**src/rtl/mem_access_unit_if.sv**
```systemverilog
`default_nettype none
// ============================================================================
// Module  : mem_access_unit_if
// Brief   : Data-memory request/response bus between the MEM stage and memory.
// Rev     : 1.0
// ============================================================================
interface mem_access_unit_if;
    logic        dmem_req;
    logic        dmem_we;
    logic [31:0] dmem_addr;
    logic [31:0] dmem_wdata;
    logic [3:0]  dmem_be;
    logic [31:0] dmem_rdata;
    logic        dmem_ack;

    modport master (
        output dmem_req,
        output dmem_we,
        output dmem_addr,
        output dmem_wdata,
        output dmem_be,
        input  dmem_rdata,
        input  dmem_ack
    );

    modport slave (
        input  dmem_req,
        input  dmem_we,
        input  dmem_addr,
        input  dmem_wdata,
        input  dmem_be,
        output dmem_rdata,
        output dmem_ack
    );
endinterface
`default_nettype wire

```
**src/rtl/mem_access_unit.sv**
```systemverilog
`default_nettype none
// ============================================================================
// Module  : mem_access_unit
// Brief   : MEM stage: data-memory access FSM, lane steering and MEM/WB register.
// Rev     : 1.0
// ============================================================================
module mem_access_unit #(
    parameter int TIMEOUT = 255
) (
    input  logic              clk,
    input  logic              rst,
    input  logic [31:0]       EX_MEM_alu_result,
    input  logic [31:0]       EX_MEM_read2_data,
    input  logic [31:0]       EX_MEM_adder_result,
    input  logic [4:0]        EX_MEM_RD,
    input  logic              EX_MEM_RegWrite,
    input  logic              EX_MEM_MemWrite,
    input  logic              EX_MEM_MemRead,
    input  logic [2:0]        EX_MEM_WDSel,
    input  logic [2:0]        EX_MEM_DMType,
    mem_access_unit_if.master dmem,
    output logic              mem_stall,
    output logic              mem_misalign,
    output logic              mem_buserr,
    output logic [31:0]       MEM_WB_alu_result,
    output logic [31:0]       MEM_WB_mem_data,
    output logic [31:0]       MEM_WB_adder_result,
    output logic [4:0]        MEM_WB_RD,
    output logic              MEM_WB_RegWrite,
    output logic [2:0]        MEM_WB_WDSel
);

    localparam int                 C_CNT_W = (TIMEOUT > 1) ? $clog2(TIMEOUT) : 1;
    localparam logic [C_CNT_W-1:0] C_TERM  = C_CNT_W'(TIMEOUT - 1);
    localparam logic [2:0]         C_DT_HS = 3'b001;
    localparam logic [2:0]         C_DT_HU = 3'b010;
    localparam logic [2:0]         C_DT_BS = 3'b011;
    localparam logic [2:0]         C_DT_BU = 3'b100;

    typedef enum logic [1:0] {
        S_IDLE = 2'd0,
        S_BUSY = 2'd1,
        S_DONE = 2'd2
    } state_t;

    state_t             r_state;
    state_t             w_state_nxt;

    logic               r_req;
    logic               r_we;
    logic [31:0]        r_addr;
    logic [31:0]        r_wdata;
    logic [3:0]         r_be;
    logic [C_CNT_W-1:0] r_cnt;
    logic [31:0]        r_rdata;
    logic [1:0]         r_lane;
    logic [2:0]         r_dmtype;
    logic               r_is_read;
    logic               r_timed_out;

    logic [31:0]        r_wb_alu;
    logic [31:0]        r_wb_mem;
    logic [31:0]        r_wb_adder;
    logic [4:0]         r_wb_rd;
    logic               r_wb_regwrite;
    logic [2:0]         r_wb_wdsel;

    logic               w_mem_op;
    logic               w_is_half;
    logic               w_is_byte;
    logic               w_is_word;
    logic               w_misaligned;
    logic               w_stall;
    logic               w_misalign;
    logic               w_buserr;
    logic               w_issue;
    logic               w_ack_take;
    logic               w_timeout;
    logic [3:0]         w_st_be;
    logic [31:0]        w_st_wdata;
    logic [15:0]        w_half_sel;
    logic [7:0]         w_byte_sel;
    logic [31:0]        w_load_ext;
    logic [31:0]        w_load_data;

    assign w_mem_op     = EX_MEM_MemRead | EX_MEM_MemWrite;
    assign w_is_half    = (EX_MEM_DMType == C_DT_HS) || (EX_MEM_DMType == C_DT_HU);
    assign w_is_byte    = (EX_MEM_DMType == C_DT_BS) || (EX_MEM_DMType == C_DT_BU);
    assign w_is_word    = ~w_is_half & ~w_is_byte;
    assign w_misaligned = w_mem_op & ((w_is_word & (|EX_MEM_alu_result[1:0]))
                                    | (w_is_half & EX_MEM_alu_result[0]));

    always_ff @(posedge clk or negedge rst) begin
        if (!rst) begin
            r_state <= S_IDLE;
        end else begin
            r_state <= w_state_nxt;
        end
    end

    // An ack arriving on the terminal count cycle takes priority over the timeout.
    always_comb begin
        w_state_nxt = r_state;
        w_stall     = 1'b0;
        w_misalign  = 1'b0;
        w_buserr    = 1'b0;
        w_issue     = 1'b0;
        w_ack_take  = 1'b0;
        w_timeout   = 1'b0;
        case (r_state)
            S_IDLE: begin
                if (w_mem_op) begin
                    if (w_misaligned) begin
                        w_misalign = 1'b1;
                    end else begin
                        w_stall     = 1'b1;
                        w_issue     = 1'b1;
                        w_state_nxt = S_BUSY;
                    end
                end
            end
            S_BUSY: begin
                w_stall = 1'b1;
                if (dmem.dmem_ack) begin
                    w_ack_take  = 1'b1;
                    w_state_nxt = S_DONE;
                end else if (r_cnt == C_TERM) begin
                    w_timeout   = 1'b1;
                    w_state_nxt = S_DONE;
                end
            end
            S_DONE: begin
                w_buserr    = r_timed_out;
                w_state_nxt = S_IDLE;
            end
            default: begin
                w_state_nxt = S_IDLE;
            end
        endcase
    end

    always_comb begin
        w_st_be    = 4'b1111;
        w_st_wdata = EX_MEM_read2_data;
        if (w_is_half) begin
            w_st_be    = EX_MEM_alu_result[1] ? 4'b1100 : 4'b0011;
            w_st_wdata = {2{EX_MEM_read2_data[15:0]}};
        end else if (w_is_byte) begin
            w_st_be    = 4'b0001 << EX_MEM_alu_result[1:0];
            w_st_wdata = {4{EX_MEM_read2_data[7:0]}};
        end
    end

    // Lane and access type are latched at issue so extraction is independent of EX_MEM.
    always_ff @(posedge clk or negedge rst) begin
        if (!rst) begin
            r_req       <= 1'b0;
            r_we        <= 1'b0;
            r_addr      <= '0;
            r_wdata     <= '0;
            r_be        <= '0;
            r_cnt       <= '0;
            r_rdata     <= '0;
            r_lane      <= '0;
            r_dmtype    <= '0;
            r_is_read   <= 1'b0;
            r_timed_out <= 1'b0;
        end else if (w_issue) begin
            r_req       <= 1'b1;
            r_we        <= EX_MEM_MemWrite;
            r_addr      <= {EX_MEM_alu_result[31:2], 2'b00};
            r_wdata     <= EX_MEM_MemWrite ? w_st_wdata : 32'h0;
            r_be        <= EX_MEM_MemWrite ? w_st_be : 4'b1111;
            r_cnt       <= '0;
            r_lane      <= EX_MEM_alu_result[1:0];
            r_dmtype    <= EX_MEM_DMType;
            r_is_read   <= EX_MEM_MemRead & ~EX_MEM_MemWrite;
            r_timed_out <= 1'b0;
        end else if (w_ack_take) begin
            r_req   <= 1'b0;
            r_rdata <= dmem.dmem_rdata;
        end else if (w_timeout) begin
            r_req       <= 1'b0;
            r_timed_out <= 1'b1;
        end else if (r_state == S_BUSY) begin
            r_cnt <= r_cnt + 1'b1;
        end
    end

    always_comb begin
        w_half_sel = r_lane[1] ? r_rdata[31:16] : r_rdata[15:0];
        w_byte_sel = r_rdata[7:0];
        case (r_lane)
            2'd1:    w_byte_sel = r_rdata[15:8];
            2'd2:    w_byte_sel = r_rdata[23:16];
            2'd3:    w_byte_sel = r_rdata[31:24];
            default: w_byte_sel = r_rdata[7:0];
        endcase
        case (r_dmtype)
            C_DT_HS: w_load_ext = {{16{w_half_sel[15]}}, w_half_sel};
            C_DT_HU: w_load_ext = {16'h0, w_half_sel};
            C_DT_BS: w_load_ext = {{24{w_byte_sel[7]}}, w_byte_sel};
            C_DT_BU: w_load_ext = {24'h0, w_byte_sel};
            default: w_load_ext = r_rdata;
        endcase
        w_load_data = (r_is_read & ~r_timed_out) ? w_load_ext : 32'h0;
    end

    always_ff @(posedge clk or negedge rst) begin
        if (!rst) begin
            r_wb_alu      <= '0;
            r_wb_mem      <= '0;
            r_wb_adder    <= '0;
            r_wb_rd       <= '0;
            r_wb_regwrite <= 1'b0;
            r_wb_wdsel    <= '0;
        end else if (w_stall) begin
            r_wb_alu      <= '0;
            r_wb_mem      <= '0;
            r_wb_adder    <= '0;
            r_wb_rd       <= '0;
            r_wb_regwrite <= 1'b0;
            r_wb_wdsel    <= '0;
        end else begin
            r_wb_alu      <= EX_MEM_alu_result;
            r_wb_adder    <= EX_MEM_adder_result;
            r_wb_rd       <= EX_MEM_RD;
            r_wb_wdsel    <= EX_MEM_WDSel;
            if (r_state == S_DONE) begin
                r_wb_mem      <= w_load_data;
                r_wb_regwrite <= EX_MEM_RegWrite & ~r_timed_out;
            end else begin
                r_wb_mem      <= 32'h0;
                r_wb_regwrite <= EX_MEM_RegWrite & ~w_misalign;
            end
        end
    end

    assign dmem.dmem_req   = r_req;
    assign dmem.dmem_we    = r_we;
    assign dmem.dmem_addr  = r_addr;
    assign dmem.dmem_wdata = r_wdata;
    assign dmem.dmem_be    = r_be;

    assign mem_stall           = w_stall;
    assign mem_misalign        = w_misalign;
    assign mem_buserr          = w_buserr;
    assign MEM_WB_alu_result   = r_wb_alu;
    assign MEM_WB_mem_data     = r_wb_mem;
    assign MEM_WB_adder_result = r_wb_adder;
    assign MEM_WB_RD           = r_wb_rd;
    assign MEM_WB_RegWrite     = r_wb_regwrite;
    assign MEM_WB_WDSel        = r_wb_wdsel;

endmodule
`default_nettype wire
```
**src/flat_wrapper.sv**
```systemverilog
// flat-port wrapper written by rule: the top's interface ports become plain ports
module mem_access_unit_flat 
#(
    parameter int TIMEOUT = 255
)
  (clk, rst, EX_MEM_alu_result, EX_MEM_read2_data, EX_MEM_adder_result, EX_MEM_RD, EX_MEM_RegWrite, EX_MEM_MemWrite, EX_MEM_MemRead, EX_MEM_WDSel, EX_MEM_DMType, mem_stall, mem_misalign, mem_buserr, MEM_WB_alu_result, MEM_WB_mem_data, MEM_WB_adder_result, MEM_WB_RD, MEM_WB_RegWrite, MEM_WB_WDSel, dmem_dmem_req, dmem_dmem_we, dmem_dmem_addr, dmem_dmem_wdata, dmem_dmem_be, dmem_dmem_rdata, dmem_dmem_ack);
  mem_access_unit_if dmem_i ();
  input  logic clk;
  input  logic rst;
  input  logic [31:0] EX_MEM_alu_result;
  input  logic [31:0] EX_MEM_read2_data;
  input  logic [31:0] EX_MEM_adder_result;
  input  logic [4:0] EX_MEM_RD;
  input  logic EX_MEM_RegWrite;
  input  logic EX_MEM_MemWrite;
  input  logic EX_MEM_MemRead;
  input  logic [2:0] EX_MEM_WDSel;
  input  logic [2:0] EX_MEM_DMType;
  output logic mem_stall;
  output logic mem_misalign;
  output logic mem_buserr;
  output logic [31:0] MEM_WB_alu_result;
  output logic [31:0] MEM_WB_mem_data;
  output logic [31:0] MEM_WB_adder_result;
  output logic [4:0] MEM_WB_RD;
  output logic MEM_WB_RegWrite;
  output logic [2:0] MEM_WB_WDSel;
  output wire logic [$bits(dmem_i.dmem_req)-1:0] dmem_dmem_req;
  output wire logic [$bits(dmem_i.dmem_we)-1:0] dmem_dmem_we;
  output wire logic [$bits(dmem_i.dmem_addr)-1:0] dmem_dmem_addr;
  output wire logic [$bits(dmem_i.dmem_wdata)-1:0] dmem_dmem_wdata;
  output wire logic [$bits(dmem_i.dmem_be)-1:0] dmem_dmem_be;
  input wire logic [$bits(dmem_i.dmem_rdata)-1:0] dmem_dmem_rdata;
  input wire logic [$bits(dmem_i.dmem_ack)-1:0] dmem_dmem_ack;
  assign dmem_dmem_req = dmem_i.dmem_req;
  assign dmem_dmem_we = dmem_i.dmem_we;
  assign dmem_dmem_addr = dmem_i.dmem_addr;
  assign dmem_dmem_wdata = dmem_i.dmem_wdata;
  assign dmem_dmem_be = dmem_i.dmem_be;
  assign dmem_i.dmem_rdata = dmem_dmem_rdata;
  assign dmem_i.dmem_ack = dmem_dmem_ack;
  mem_access_unit #(.TIMEOUT(TIMEOUT)) u_core (.clk(clk), .rst(rst), .EX_MEM_alu_result(EX_MEM_alu_result), .EX_MEM_read2_data(EX_MEM_read2_data), .EX_MEM_adder_result(EX_MEM_adder_result), .EX_MEM_RD(EX_MEM_RD), .EX_MEM_RegWrite(EX_MEM_RegWrite), .EX_MEM_MemWrite(EX_MEM_MemWrite), .EX_MEM_MemRead(EX_MEM_MemRead), .EX_MEM_WDSel(EX_MEM_WDSel), .EX_MEM_DMType(EX_MEM_DMType), .dmem(dmem_i), .mem_stall(mem_stall), .mem_misalign(mem_misalign), .mem_buserr(mem_buserr), .MEM_WB_alu_result(MEM_WB_alu_result), .MEM_WB_mem_data(MEM_WB_mem_data), .MEM_WB_adder_result(MEM_WB_adder_result), .MEM_WB_RD(MEM_WB_RD), .MEM_WB_RegWrite(MEM_WB_RegWrite), .MEM_WB_WDSel(MEM_WB_WDSel));
endmodule
```
**config.mk**
```make
export PLATFORM = sky130hd
export DESIGN_NAME = mem_access_unit_flat
export DESIGN_NICKNAME = d
export VERILOG_FILES = /design/src/rtl/mem_access_unit_if.sv /design/src/rtl/mem_access_unit.sv /design/src/flat_wrapper.sv
export SDC_FILE = /design/constraint.sdc
export NUM_CORES = 1
export LEC_CHECK = 0
export CAP_MARGIN = 20
export CORE_MARGIN = 2
export CORE_UTILIZATION = 41
export CTS_CLUSTER_DIAMETER = 60
export CTS_CLUSTER_SIZE = 40
export DETAILED_ROUTE_END_ITERATION = 7
export PLACE_DENSITY = 0.87
export SYNTH_ARGS = -nofsm -noshare
export SYNTH_HDL_FRONTEND = slang
export SYNTH_SLANG_ARGS = --single-unit
export TNS_END_PERCENT = 100
```
**constraint.sdc**
```tcl
create_clock -name clk -period 2 [get_ports clk]
set_input_delay 0.2 -clock clk [delete_from_list [all_inputs] [get_ports clk]]
set_output_delay 0.2 -clock clk [all_outputs]
set_load 0.01 [all_outputs]
```
==> results of run 1 <==
kinds of logic after synthesis:
logic type	count (synthesis)
simple gates	218
fa+ha+maj	2
other cells	1
mux	102
buf+inv	83
flops	222
xor+xnor	7
compound gates	152
cell type report:
class	count	area [µm²]
Multi-Input combinational cell	483	3647
Fill cell	1707	8655
Tap cell	285	356.6
Clock inverter	13	188.9
Antenna cell	2	5.005
Sequential cell	222	5555
Timing Repair Buffer	373	3706
Clock buffer	20	479.2
Inverter	31	116.4
sequential cells by signal, summed over array words and instances (netlist names), 4 cells and up:
signal / count
u_core.MEM_WB_mem_data: 32
u_core.r_rdata: 32
u_core.MEM_WB_adder_result: 32
u_core.r_cnt: 8
u_core.dmem.dmem_wdata: 32
u_core.MEM_WB_RD: 5
u_core.MEM_WB_alu_result: 32
u_core.dmem.dmem_be: 4
u_core.dmem.dmem_addr: 30
cell usage in the layout, fill, tap and decap left out, drive strengths merged, types with 3 or more instances in the layout:
| master | instances |
|---|---|
| o221ai | 16 |
| nor2b | 81 |
| a22o | 16 |
| clkdlybuf4s50 | 312 |
| o21a | 4 |
| xor2 | 5 |
| mux2i | 30 |
| buf | 54 |
| a31oi | 3 |
| clkinv | 5 |
| a32o | 8 |
| a21oi | 21 |
| inv | 37 |
| dfrtp | 222 |
| nand4 | 11 |
| nor3 | 12 |
| o22ai | 6 |
| o21ai | 19 |
| and3 | 4 |
| nor3b | 4 |
| nand2b | 7 |
| nor2 | 48 |
| dlygate4sd2 | 4 |
| a2bb2oi | 12 |
| and2 | 4 |
| o2bb2ai | 17 |
| o31ai | 7 |
| a221oi | 7 |
| nand2 | 36 |
| mux2 | 72 |
| clkbuf | 20 |
worst min-delay path by stage:
stage | from | to
global route | EX_MEM_adder_result[11] | u_core.MEM_WB_adder_result[11]$_DFF_PN0_
finish | rst | u_core.MEM_WB_WDSel[1]$_DFF_PN0_
global placement | rst | u_core.MEM_WB_WDSel[0]$_DFF_PN0_
detailed placement | rst | u_core.MEM_WB_WDSel[0]$_DFF_PN0_
CTS | rst | u_core.MEM_WB_WDSel[1]$_DFF_PN0_
floorplan | rst | u_core.MEM_WB_RD[0]$_DFF_PN0_
where the power goes:
group / internal [mW] / switching (mW)
Combinational: 3.78 / 3.24
Clock: 1.92 / 1.94
Sequential: 5.92 / 0.975
Total: 11.6 / 6.16
what timing repair did:
| action | 4_1_cts | 5_1_grt |
|---|---|---|
| cloned | 0 | 0 |
| setup endpoints to repair | 3 | 69 |
| hold buffers | 1 | 0 |
| setup buffers | 2 | 0 |
| hold endpoints to repair | 55 | 0 |
| pin swaps | 3 | 0 |
| gates resized for setup | 18 | 4 |
per-stage QoR:
stage / setup WS, ns / std cells / TNS (ns)
after detailed placement: -0.4236 / 1391 / -46.70
after global routing: -0.03537 / 1428 / -0.09411
after global placement: -0.4394 / 1391 / -37.10
final: 0.07755 / 1429 / 0
after floorplan: 0.01848 / 788 / 0
after CTS: 0.02932 / 1427 / 0
routing by layer:
metal	track usage, %	vias to the layer above	share of wire (%)
li1	-	3481	-
met1	27.21	3766	40
met2	37.76	373	50
met3	5.040	61	8.0
met4	5.636	0	2.8
met5	0	-	0
==> flow_summary.ini, run 1 <==
[outcome]
outcome = complete, no violations

[timing]
hold_ws_ns = 0.2367
slew_headroom_pct = 48.20
finalCriticalPeriod_ns = 1.922
finalCritPeriodShare_pct = 96.12
fmaxAchievable_mhz = 520.2
worst_pin_slew_ns = 0.7771
hold_viol = 0
setup_viol = 0
final_max_slew_viol_count = 0
rsz0062_at_grt = yes
finClkSkew_ns = 0.01979

[yosys]
synth_cell_types = 63
synth_area_leader_cell = dfrtp_1
synthTopCellsByArea = dfrtp_1, nor2b_1, mux2_2
synth-xor-area-share_pct = 0.6426
synthMuxAreaShare_pct = 11.65
synthDominantCellAreaShare_pct = 58.23
synth_compound_area_share_pct = 12.83
netlist_top_cells_count = dfrtp_1, nor2b_1, nor2_1
synth_fa_ha_area_share_pct = 0.2623
post-synth-top-count-cell = dfrtp_1
synth_edf_count = 0
yosys.area_share.simple_pct = 12.22
seq_area_frac_synth_pct = 58.23
ys_async_sr_fraction_pct = 100.0
synthCells = 787
yosysWarnings = 0
synth-seq-cells = 222
syn-cell-area_um2 = 9540
synth_top_family_by_area = compound AO/OA/AOI/OAI gates
synthFlopType = dfrtp_1
syn_area_per_cell_um2 = 12.12

[setup_path]
cp-end-kind = output port
worst-path-buf-inv = 2
max_stage_delay_ns = 0.43
crit_slowest_cell = dfrtp_1
critPathKind = flop to output port
rr_endpoint = u_core.MEM_WB_mem_data[13]$_DFF_PN0_
ff2ff_path_depth = 6
crit_end = mem_misalign
cp.required_ns = 1.80
critical_path_depth = 5
critPathTopFamily = flip-flops
critPathLaunchType = flop
worstPathArrival_ns = 1.72
r2r_start = u_core.r_state[1]$_DFFE_PN0P_
critical_path.max_fanout = 5
crit_chain = nor2_1 -> o21ai_1 -> buf_4 -> nor2_4 -> clkdlybuf4s15_2
r2r_slack_ns = 0.12
startpoint = u_core.r_state[1]$_DFFE_PN0P_

[floorplan]
core_region_area_um2 = 22710
die_h_um = 156.5
ios = 323
die_width_um = 156.5
die-area_um2 = 24500
rows = 55
initial_core_util_pct = 42.01

[clock_network]
cts_tree = yes
clkLatencyLatePin_ns = 0.50
cts_max_path_buffers = 3
h-tree-depth = 1
clk_pin_slew_ns = 0.08
cts-buffers-inserted = 19
cts_sinks = 222
cts-root-buf = clkbuf_16

[run]
cap_violations = 0

[placement]
dp_hpwl_um = 19480
placed_area_um2 = 13320
portBuffers = 320
place_congestion = 0.8869

[global_route]
antenna_found_initial = 2
grt_start_max_net_pins = 73
grt_pass1_wl_um = 42040
grt_pass1_vias = 7728
overflow = 0
track_usage_pct = 21.68

[final_layout]
final_net_count = 1277
drive_above_1_share_pct = 13.31
fin_util_pct = 61.89
fin_area_um2 = 14050
area_delta_synth_final_pct = 47.32

[drt]
vias = 7681
firstDrtPassIters = 6
ant_nets = 0
wl_per_cell_um = 18.77
drt_wl_total_um = 26830
drt_iter0_markers = 547
drc = 0
routed_via_density = 5.375

[power_and_ir_drop]
ir_drop_mv = 0.7326
power.leakage_nw = 6.100
powerDensity_nw_per_um2 = 1265
power_mw = 17.78

[min_path]
min_path_type = primary input to asynchronous set/reset pin
(Power assumes the default switching activity.)
==> run 2: changes to the inputs <==
Settings changed: ABC_CLOCK_PERIOD_IN_PS set to 2000.
==> results of run 2 <==
Same layout as run 1: the final DEF is identical, and so are final timing and power.
==> run 3: changes to the inputs <==
Settings changed: RECOVER_POWER set to 25.
==> run 3 against run 2 <==
Against the previous run: the flow now finishes with violations (capacitance limit, slew limit); routed wire length is essentially flat; sequential power hardly changed; total power about the same; first-iteration DRC count is 0.18% higher; maximum frequency is essentially flat; count of clock-buffer cells in the layout unchanged; combinational power hardly changed; register-to-register slack about the same; critical path type unchanged.
==> flow_summary.ini, run 3 (synthesis gave the netlist of run 1 again) <==
[clock_network]
cts-root-buf = clkbuf_16
clkLatencyLatePin_ns = 0.50
cts_max_path_buffers = 3
cts-buffers-inserted = 19
cts_sinks = 222
cts_tree = yes
h-tree-depth = 1
clk_pin_slew_ns = 0.09

[final_layout]
drive_above_1_share_pct = 13.31
regArea_um2 = 5555
final_common_cell = clkdlybuf4s50_1
nFillCells = 1709
multiInputGateArea_um2 = 3647
final_net_count = 1277
mostFrequentLayoutCells = clkdlybuf4s50_1, dfrtp_1, nor2b_1, nor2_1
area_delta_synth_final_pct = 47.19

[global_route]
grt_start_max_net_pins = 73
overflow = 0
grt_pass1_vias = 7728
track_usage_pct = 21.68
grt_pass1_wl_um = 42040
antenna_found_initial = 2

[placement]
place_ws_ns = -0.4236
dp_hpwl_um = 19480
place_congestion = 0.8869
portBuffers = 320

[timing]
final_max_slew_viol_count = 57
slew_headroom_pct = -2.579
fmaxAchievable_mhz = 520.2
finalCriticalPeriod_ns = 1.922
finClkSkew_ns = 0.01984
setup_viol = 0
hold_viol = 0
finalCritPeriodShare_pct = 96.12
fin_ws_ns = 0.07750
rsz0062_at_grt = yes
tns_ns = 0
worst_pin_slew_ns = 1.539

[setup_path]
worstPathArrival_ns = 1.72
critical_path.max_fanout = 5
critPathLaunchType = flop
cp.required_ns = 1.80
cp-end-kind = output port
critPathKind = flop to output port

[drt]
wl_per_cell_um = 18.78
drc = 0
ant_nets = 0
drt_wl_total_um = 26830
routed_via_density = 5.379
vias = 7686
firstDrtPassIters = 5
drt_iter0_markers = 548

[floorplan]
rows = 55
die_h_um = 156.5
initial_core_util_pct = 42.01
die-area_um2 = 24500
core_region_area_um2 = 22710
ios = 323
die_width_um = 156.5

[power_and_ir_drop]
internal_power_mw = 11.62
powerDensity_nw_per_um2 = 1266
ir_drop_mv = 0.7326
seqPwrFrac_pct = 38.8
pwr-share-clk_pct = 21.7
pwr-share-comb_pct = 39.5
swShare_pct = 34.67
power_mw = 17.78
power.leakage_nw = 6.096
p_switching_mw = 6.164

[outcome]
violations = capacitance limit, slew limit
outcome = finished with violations

[min_path]
min_path_type = primary input to flop

[run]
cap_violations = 1
-- run 3: final cells by class --
type                    instances  share of cell area (%)
repair buffers                373                   26.30
well taps                     285                   2.539
diodes                          2                 0.03564
clock inverters                13                   1.345
flip-flops and latches        222                   39.56
multi-input cells             483                   25.97
clock buffers                  20                   3.413
inverters                      31                  0.8287
-- run 3: final timing paths --
check | cells after the start | slack (ns) | startpoint | endpoint
hold reg to reg | 1 | 0.48 | u_core.dmem.dmem_we$_DFFE_PN0N_ | u_core.dmem.dmem_we$_DFFE_PN0N_
setup reg to reg | 6 | 0.11 | u_core.r_state[1]$_DFFE_PN0P_ | u_core.MEM_WB_mem_data[13]$_DFF_PN0_
min in group asynchronous | 2 | 0.63 | rst | u_core.MEM_WB_WDSel[1]$_DFF_PN0_
max in group asynchronous | 3 | 0.33 | rst | u_core.MEM_WB_alu_result[11]$_DFF_PN0_
setup / recovery | 5 | 0.08 | u_core.r_state[1]$_DFFE_PN0P_ | mem_misalign
hold / removal | 2 | 0.24 | EX_MEM_adder_result[11] | u_core.MEM_WB_adder_result[11]$_DFF_PN0_
-- run 3: worst max-delay path: stages, from the launching register on --
cell             delay (ns)
dfrtp_1                0.43
nor2_1                 0.14
o21ai_1                0.12
buf_4                  0.18
nor2_4                 0.13
clkdlybuf4s15_2        0.24
-- run 3: power groups by stage --
stage	combinational, mW	sequential, mW	clock, mW
2_1_floorplan	2.99	7.19	0
3_3_place_gp	6.76	6.89	0
3_5_place_dp	6.95	6.96	0
4_1_cts	7.03	6.88	3.99
5_1_grt	7.55	7.06	4.17
6_report	7.02	6.89	3.87
-- run 3: through the flow --
step / cells / hold slack (ns) / utilization, % / cell area (µm²)
after floorplan: 788 / -0.09559 / - / 9544
after global placement: 1391 / 0.1681 / 58.66 / 13320
after detailed placement: 1391 / 0.1672 / 58.66 / 13320
after CTS: 1427 / 0.2261 / 61.79 / 14030
after global routing: 1428 / 0.2225 / 61.82 / 14040
final: 1429 / 0.2421 / 61.83 / 14040
-- run 3: per-layer routing --
layer | part of all wire [%] | vias up | track usage [%]
li1 | - | 3482 | -
met1 | 40 | 3770 | 27.21
met2 | 50 | 373 | 37.76
met3 | 8.0 | 61 | 5.040
met4 | 2.7 | 0 | 5.636
met5 | 0 | - | 0
-- run 3: what timing repair did --
item,in CTS,in global routing
pin swaps,3,0
setup buffers,2,0
endpoints found under the hold margin,55,0
gates resized for setup,18,4
gates cloned,0,0
endpoints found under the setup margin,3,69
hold buffers,1,0
